**src/rtl/alu_exec_unit.sv**
```systemverilog
`default_nettype none
// ============================================================================
// Module      : alu_exec_unit
// Description : Registered single-issue ALU with valid/ready handshakes and a
//               bit-serial shifter (one bit per cycle) for sll/srl/sra.
// Revision    : 1.0 - initial release
// ============================================================================
module alu_exec_unit #(
    parameter int XLEN = 32
) (
    input  logic            clk,
    input  logic            rstN,
    input  logic            flush,
    input  logic            inValid,
    output logic            inReady,
    input  logic [3:0]      aluControl,
    input  logic [XLEN-1:0] opA,
    input  logic [XLEN-1:0] opB,
    output logic            outValid,
    input  logic            outReady,
    output logic [XLEN-1:0] result,
    output logic            zero,
    output logic            ltS,
    output logic            ltU
);

    localparam int SHW = $clog2(XLEN);
    localparam logic [SHW-1:0] CNT_ONE = SHW'(1);

    localparam logic [3:0] OP_ADD = 4'b0000;
    localparam logic [3:0] OP_SUB = 4'b0001;
    localparam logic [3:0] OP_SLL = 4'b0010;
    localparam logic [3:0] OP_XOR = 4'b0011;
    localparam logic [3:0] OP_SRL = 4'b0100;
    localparam logic [3:0] OP_SRA = 4'b0101;
    localparam logic [3:0] OP_OR  = 4'b0110;
    localparam logic [3:0] OP_AND = 4'b0111;
    localparam logic [3:0] OP_SLT = 4'b1000;
    localparam logic [3:0] OP_BRC = 4'b1001;
    localparam logic [3:0] OP_EQ  = 4'b1010;
    localparam logic [3:0] OP_LUI = 4'b1011;

    typedef enum logic [0:0] {
        IDLE  = 1'b0,
        SHIFT = 1'b1
    } state_t;

    state_t          state_q, state_d;
    logic            outValid_q, outValid_d;
    logic [XLEN-1:0] result_q, result_d;
    logic            zero_q, zero_d;
    logic            ltS_q, ltS_d;
    logic            ltU_q, ltU_d;
    logic [SHW-1:0]  cnt_q, cnt_d;
    logic [XLEN-1:0] shreg_q, shreg_d;
    logic [3:0]      shop_q, shop_d;

    logic [SHW-1:0]  shamt;
    logic            lt_s, lt_u, is_shift, accept;
    logic [XLEN-1:0] alu_res, shift_next;

    assign shamt    = opB[SHW-1:0];
    assign lt_s     = $signed(opA) < $signed(opB);
    assign lt_u     = opA < opB;
    assign is_shift = (aluControl == OP_SLL) || (aluControl == OP_SRL) ||
                      (aluControl == OP_SRA);
    assign inReady  = (state_q == IDLE) && (!outValid_q || outReady) && !flush;
    assign accept   = inValid && inReady;

    // Shift codes reach this path only with a zero shift amount, so opA is exact.
    always_comb begin
        alu_res = '0;
        case (aluControl)
            OP_ADD:                 alu_res = opA + opB;
            OP_SUB, OP_BRC:         alu_res = opA - opB;
            OP_SLL, OP_SRL, OP_SRA: alu_res = opA;
            OP_XOR:                 alu_res = opA ^ opB;
            OP_OR:                  alu_res = opA | opB;
            OP_AND:                 alu_res = opA & opB;
            OP_SLT:                 alu_res = {{(XLEN-1){1'b0}}, lt_s};
            OP_EQ:                  alu_res = {{(XLEN-1){1'b0}}, (opA == opB)};
            OP_LUI:                 alu_res = opB;
            default:                alu_res = '0;
        endcase
    end

    always_comb begin
        shift_next = shreg_q;
        case (shop_q)
            OP_SLL:  shift_next = {shreg_q[XLEN-2:0], 1'b0};
            OP_SRL:  shift_next = {1'b0, shreg_q[XLEN-1:1]};
            OP_SRA:  shift_next = {shreg_q[XLEN-1], shreg_q[XLEN-1:1]};
            default: shift_next = shreg_q;
        endcase
    end

    always_comb begin
        state_d    = state_q;
        outValid_d = outValid_q;
        result_d   = result_q;
        zero_d     = zero_q;
        ltS_d      = ltS_q;
        ltU_d      = ltU_q;
        cnt_d      = cnt_q;
        shreg_d    = shreg_q;
        shop_d     = shop_q;

        if (outValid_q && outReady) begin
            outValid_d = 1'b0;
        end

        if (flush) begin
            outValid_d = 1'b0;
            state_d    = IDLE;
        end else begin
            case (state_q)
                IDLE: begin
                    if (accept) begin
                        ltS_d = lt_s;
                        ltU_d = lt_u;
                        if (is_shift && (shamt != '0)) begin
                            shreg_d = opA;
                            cnt_d   = shamt;
                            shop_d  = aluControl;
                            state_d = SHIFT;
                        end else begin
                            result_d   = alu_res;
                            zero_d     = (alu_res == '0);
                            outValid_d = 1'b1;
                        end
                    end
                end
                SHIFT: begin
                    shreg_d = shift_next;
                    cnt_d   = cnt_q - CNT_ONE;
                    if (cnt_q == CNT_ONE) begin
                        result_d   = shift_next;
                        zero_d     = (shift_next == '0);
                        outValid_d = 1'b1;
                        state_d    = IDLE;
                    end
                end
                default: state_d = IDLE;
            endcase
        end
    end

    always_ff @(posedge clk or negedge rstN) begin
        if (!rstN) begin
            state_q    <= IDLE;
            outValid_q <= 1'b0;
            result_q   <= '0;
            zero_q     <= 1'b1;
            ltS_q      <= 1'b0;
            ltU_q      <= 1'b0;
            cnt_q      <= '0;
            shreg_q    <= '0;
            shop_q     <= '0;
        end else begin
            state_q    <= state_d;
            outValid_q <= outValid_d;
            result_q   <= result_d;
            zero_q     <= zero_d;
            ltS_q      <= ltS_d;
            ltU_q      <= ltU_d;
            cnt_q      <= cnt_d;
            shreg_q    <= shreg_d;
            shop_q     <= shop_d;
        end
    end

    assign outValid = outValid_q;
    assign result   = result_q;
    assign zero     = zero_q;
    assign ltS      = ltS_q;
    assign ltU      = ltU_q;

endmodule
`default_nettype wire

```
**config.mk**
```make
export PLATFORM = sky130hd
export DESIGN_NAME = alu_exec_unit
export DESIGN_NICKNAME = d
export VERILOG_FILES = /design/src/rtl/alu_exec_unit.sv
export SDC_FILE = /design/constraint.sdc
export NUM_CORES = 1
export LEC_CHECK = 0
export ABC_AREA = 0
export ABC_CLOCK_PERIOD_IN_PS = 2420
export BUFFER_PORTS_ARGS = -buffer_cell sky130_fd_sc_hd__buf_2
export CAP_MARGIN = 20
export CORE_MARGIN = 2
export CORE_UTILIZATION = 51
export DETAILED_ROUTE_END_ITERATION = 10
export PLACE_DENSITY = 0.78
export SETUP_SLACK_MARGIN = 0.5
export SYNTH_ARGS = -nofsm -noshare
export SYNTH_HDL_FRONTEND = slang
export SYNTH_SLANG_ARGS = --single-unit
```
**constraint.sdc**
```tcl
create_clock -name clk -period 2.42 [get_ports clk]
set_input_delay 0.484 -clock clk [delete_from_list [all_inputs] [get_ports clk]]
set_output_delay 0.484 -clock clk [all_outputs]
set_load 0.05 [all_outputs]
```
==> impl_metrics.ini, run 1 <==
[status]
outcome = aborted with a tool error
error_line = [ERROR GRT-0232] Routing congestion too high. Check the congestion heatmap in the GUI.
stop_stage = 5_1_grt

[global_route]
grt_max_degree = 78
grt_usage_pct = 89.2
grt_overflow_total = 257

[synthesis]
synth_ff_type = dfrtp_1
yosys.area.top_type_share_pct = 18.6
synth_area_per_cell_um2 = 7.25
synth-edff-count = 0
synth.cell_area_um2 = 10300
synth_commonest_cells = nand2_1 (189), o21ai_0 (154), a21oi_1 (112), ha_1 (98), inv_1 (95)
synth-async-reset-ratio_pct = 100
syn-num-nets = 1601
yosys.cell_count.top_type = nand2_1
yosysTopAreaCell = dfrtp_1
yosysUniqueCellTypes = 90
yosysSeqAreaShare_pct = 18.9
yosysWarnings = 0
synth_seq_cells = 78
ys_top_cells_by_area = dfrtp_1 (19%), ha_1 (12%), o21ai_0 (7.4%)
syn_inst = 1428

[clock_network]
cts_buffer_depth = 2
numCtsBuffers = 9
holdBufCountCts = 0
cts_num_sinks = 78
h-tree-depth = 3
cts_root_buffer = clkbuf_16

[die]
die_h_um = 146
rows = 52
ios = 110
start_util_pct = 51.5
dieWidth_um = 146

[placed_design]
hpwl_um = 39300
port_buffers = 109
placed_area_um2 = 15200
gp_congestion = 1.10

[timing]
worst-ep-kind = register input
postGrtWorstEndpoint = zero$_DFFE_PN1P_/D
==> cell families after synthesis <==
kind of cell	count (synthesis)	synth area share, %
flip-flops	78	18.9
AO/OA/AOI/OAI	556	36.3
buffers and inverters	196	7.65
adder cells (fa/ha/maj)	101	12.3
XOR/XNOR	5	0.423
AND/OR/NAND/NOR	465	21.7
multiplexers	27	2.73
==> layer usage <==
metal | GRT usage (%) | overflow
met2 | 98.8 | 115
met4 | 92.7 | 104
met5 | 63.9 | 3
met1 | 87.8 | 15
met3 | 79.8 | 20
==> through the flow <==
stage               hold slack [ps]  std cells  setup WS, ps  setup TNS, ps
detailed placement              418       2215         -1670         -38780
CTS                            56.7       2292         -1100         -13970
floorplan                       188       1428          -942          -7670
global placement                420       2215         -1680         -35260
==> timing repair <==
action | CTS
gates cloned | 12
setup buffers | 49
pin swaps | 99
resized for setup | 331
endpoints found under the hold margin | 0
endpoints found under the setup margin | 77
==> run 2: changes to the inputs <==
==> config.mk (replaced) <==
export PLATFORM = sky130hd
export DESIGN_NAME = alu_exec_unit
export DESIGN_NICKNAME = d
export VERILOG_FILES = /design/src/rtl/alu_exec_unit.sv
export SDC_FILE = /design/constraint.sdc
export NUM_CORES = 1
export LEC_CHECK = 0
export ABC_AREA = 0
export ABC_CLOCK_PERIOD_IN_PS = 3150
export BUFFER_PORTS_ARGS = -buffer_cell sky130_fd_sc_hd__buf_2
export CAP_MARGIN = 20
export CORE_MARGIN = 2
export CORE_UTILIZATION = 36
export DETAILED_ROUTE_END_ITERATION = 10
export PLACE_DENSITY_LB_ADDON = 0.15
export SYNTH_ARGS = -nofsm -noshare
export SYNTH_HDL_FRONTEND = slang
export SYNTH_SLANG_ARGS = --single-unit
==> constraint.sdc (replaced) <==
create_clock -name clk -period 3.15 [get_ports clk]
set_input_delay 0.63 -clock clk [delete_from_list [all_inputs] [get_ports clk]]
set_output_delay 0.63 -clock clk [all_outputs]
set_load 0.05 [all_outputs]
==> run 2 against run 1 <==
Against the previous run:
- the flow now finishes, with violations (negative setup slack)
- synthesized area unchanged
- synthesized cell count unchanged
==> impl_metrics.ini, run 2 <==
[status]
outcome = finished with violations
violations = negative setup slack

[synthesis]
synthSimpleGateAreaFrac_pct = 21.7
synth_commonest_cells = nand2_1 (189), o21ai_0 (154), a21oi_1 (112), ha_1 (98), inv_1 (95)
synth_seq_cells = 78
yosysSeqAreaShare_pct = 18.9
yosysUniqueCellTypes = 90
synth_fa_ha_area_share_pct = 12.3
synth_top_family_by_area = compound AO/OA/AOI/OAI gates
synth_area_per_cell_um2 = 7.25
yosysTopAreaCell = dfrtp_1
syn-num-nets = 1601
syn_inst = 1428
yosys-mux-area-fraction_pct = 2.73
synth_ff_type = dfrtp_1
synth-async-reset-ratio_pct = 100
synth.cell_area_um2 = 10300
synthXorXnorAreaFrac_pct = 0.423
yosys.cell_count.top_type = nand2_1
ys_top_cells_by_area = dfrtp_1 (19%), ha_1 (12%), o21ai_0 (7.4%)
synth-compound-area-share_pct = 36.3
yosys.area.top_type_share_pct = 18.6
yosysWarnings = 0
synth-edff-count = 0

[worst_setup_path]
criticalPathCategory = in2reg
slowest_stage = fa_2
critPathLaunch = opB[0]
rrSetupSlack_ps = 350
start_kind = input pin
worst-path-max-fanout = 3
crit_family = simple AND/OR/NAND/NOR gates
rr_endpoint = zero
cp_data_required_time_ps = 3390
r2r_cells = 12
reg2reg_from = state_q
crit_top_cell = nand4_1
worst-path-buf-inv = 2
crit_path_end_kind = register
arrival_ps = 4000
critPathMaxStageDelay_ps = 370
critical_path.cell_chain = buf_8, ha_4, fa_2, buf_4, a21oi_1, o21bai_1, a221o_1, a21oi_2, nand4_1, nor4_2, nand4_1, nor4_4, nand4_1, nor3_2, nand4_1, o41ai_2

[die]
dieWidth_um = 174
core_um2 = 28500
rows = 62
die-area_um2 = 30100
die_h_um = 174
start_util_pct = 36.3
ios = 110

[clock_network]
cts_num_sinks = 78
cts_root_buffer = clkbuf_16
numCtsBuffers = 9
clock_latency_ps = 340
h-tree-depth = 3
clkSlewWorstSetupHoldPaths_ps = 60
cts_tree = done
holdBufCountCts = 0
cts_buffer_depth = 2

[cells_and_area]
area_growth_pct = 60.5
final_cells = 2352
layout_commonest_cell = buf_4
diodes = 0
nNetsFinal = 2136
nFillCells = 2735
final_cell_mix = buf_4 (488), nand2_1 (188), o21ai_0 (121), a21oi_1 (104), buf_2 (98)
drive_gt1_share_pct = 42.9

[timing]
timing.hold.ws_ps = 336
worst_slack_ps = -607
grt_setup_unrepaired = true
period_share_pct = 119
worst_pin_slew_ps = 799
finalSetupViolCount = 16
min_period_ps = 3760
hold_viol = 0
clock.fmax_mhz = 266
relSlewSlack_pct = 46.0
finClkSkew_ps = 5.94
final_max_slew_viol_count = 0

[pwr]
netSwitchingFraction_pct = 44.6
power.internal_w = 0.00379
powerDensity_nw_per_um2 = 412
p_clk_share_pct = 17.7
finalPower_w = 0.00684
net-switching-power_w = 0.00305
irDropWorstVdd_uv = 329
pwr-share-comb_pct = 59.2
seq_power_share_pct = 23.1
power.leakage_nw = 7.74

[job]
cap_viol_max_count = 0

[global_route]
grt_pass1_vias = 13100
grt_overflow_total = 0
antenna_found_initial = 0
grt_max_degree = 78
grt_usage_pct = 32.3
grt_pass1_wl_um = 75900

[route]
route.detailed.drc = 0
wirelength_um = 49700
route.met2.wl_um = 22200
ant_nets = 0
avgViaCountPerCell = 5.71
route.met3.wl_um = 3440
top_layer = met4
routedWlPerCell_um = 21.1
drt_pass1_iterations = 6
met1_length_um = 22800
vias = 13400
drt-initial-drc-count = 1561

[placed_design]
hpwl_um = 39300
pre_cts_ws_ps = -1170
place_inst = 2295
gp_congestion = 0.979
port_buffers = 109

[min_path]
hold_path_class = in2async
-- run 2: cell counts after synthesis --
Identical to the previous run, type by type.
-- run 2: kinds of logic (layout without fill, tap and decap cells) --
logic type,count (synthesis),count (layout)
AO/OA/AOI/OAI,556,556
XOR/XNOR,5,5
adder cells (fa/ha/maj),101,101
buffers and inverters,196,736
flip-flops,78,78
multiplexers,27,27
AND/OR/NAND/NOR,465,465
-- run 2: power groups by stage --
stage               combinational [W]  clock, W  sequential [W]
CTS                           0.00387   0.00123         0.00157
finish                        0.00405   0.00121         0.00158
floorplan                     0.00161         0         0.00200
global route                  0.00436   0.00126         0.00163
global placement              0.00356         0         0.00158
detailed placement            0.00358         0         0.00158
-- run 2: cell type report --
| class | count | area [um2] | share of cell area (%) |
|---|---|---|---|
| inverters | 96 | 388 | 2.34 |
| clock inverters | 5 | 106 | 0.640 |
| multi-input cells | 1154 | 8800 | 53.0 |
| repair buffers | 624 | 4640 | 27.9 |
| flip-flops and latches | 78 | 1950 | 11.8 |
| clock buffers | 11 | 243 | 1.46 |
| well taps | 384 | 480 | 2.89 |
-- run 2: metal layers --
metal  vias to the layer above  global-route usage, %
met5                         -                      0
met3                        86                   3.36
met2                       586                   51.0
li1                       6341                      -
met1                      6416                   46.7
met4                         0                   8.72
-- run 2: per-stage QoR --
step / setup TNS (ps) / utilization (%) / cell area [um2]
after floorplan: -753 / - / 10500
final: -4260 / 58.3 / 16600
after global placement: -16980 / 51.6 / 14700
after CTS: -3070 / 56.7 / 16200
after global routing: -6420 / 58.3 / 16600
after detailed placement: -16990 / 51.6 / 14700
-- run 2: how the worst max path moves through the flow --
stage	endpoint	slack [ps]	cells past startpoint
6_report	zero	-610	16
5_1_grt	zero	-730	16
4_1_cts	zero	-440	18
3_5_place_dp	zero	-1170	16
3_3_place_gp	zero	-1100	18
2_1_floorplan	zero	-460	15
-- run 2: what timing repair did --
| item | CTS | global route |
|---|---|---|
| setup buffers | 31 | 20 |
| pin swaps | 76 | 51 |
| resized for setup | 196 | 74 |
| endpoints found under the setup margin | 21 | 23 |
No activity file was read; power rests on OpenSTA's default activity.
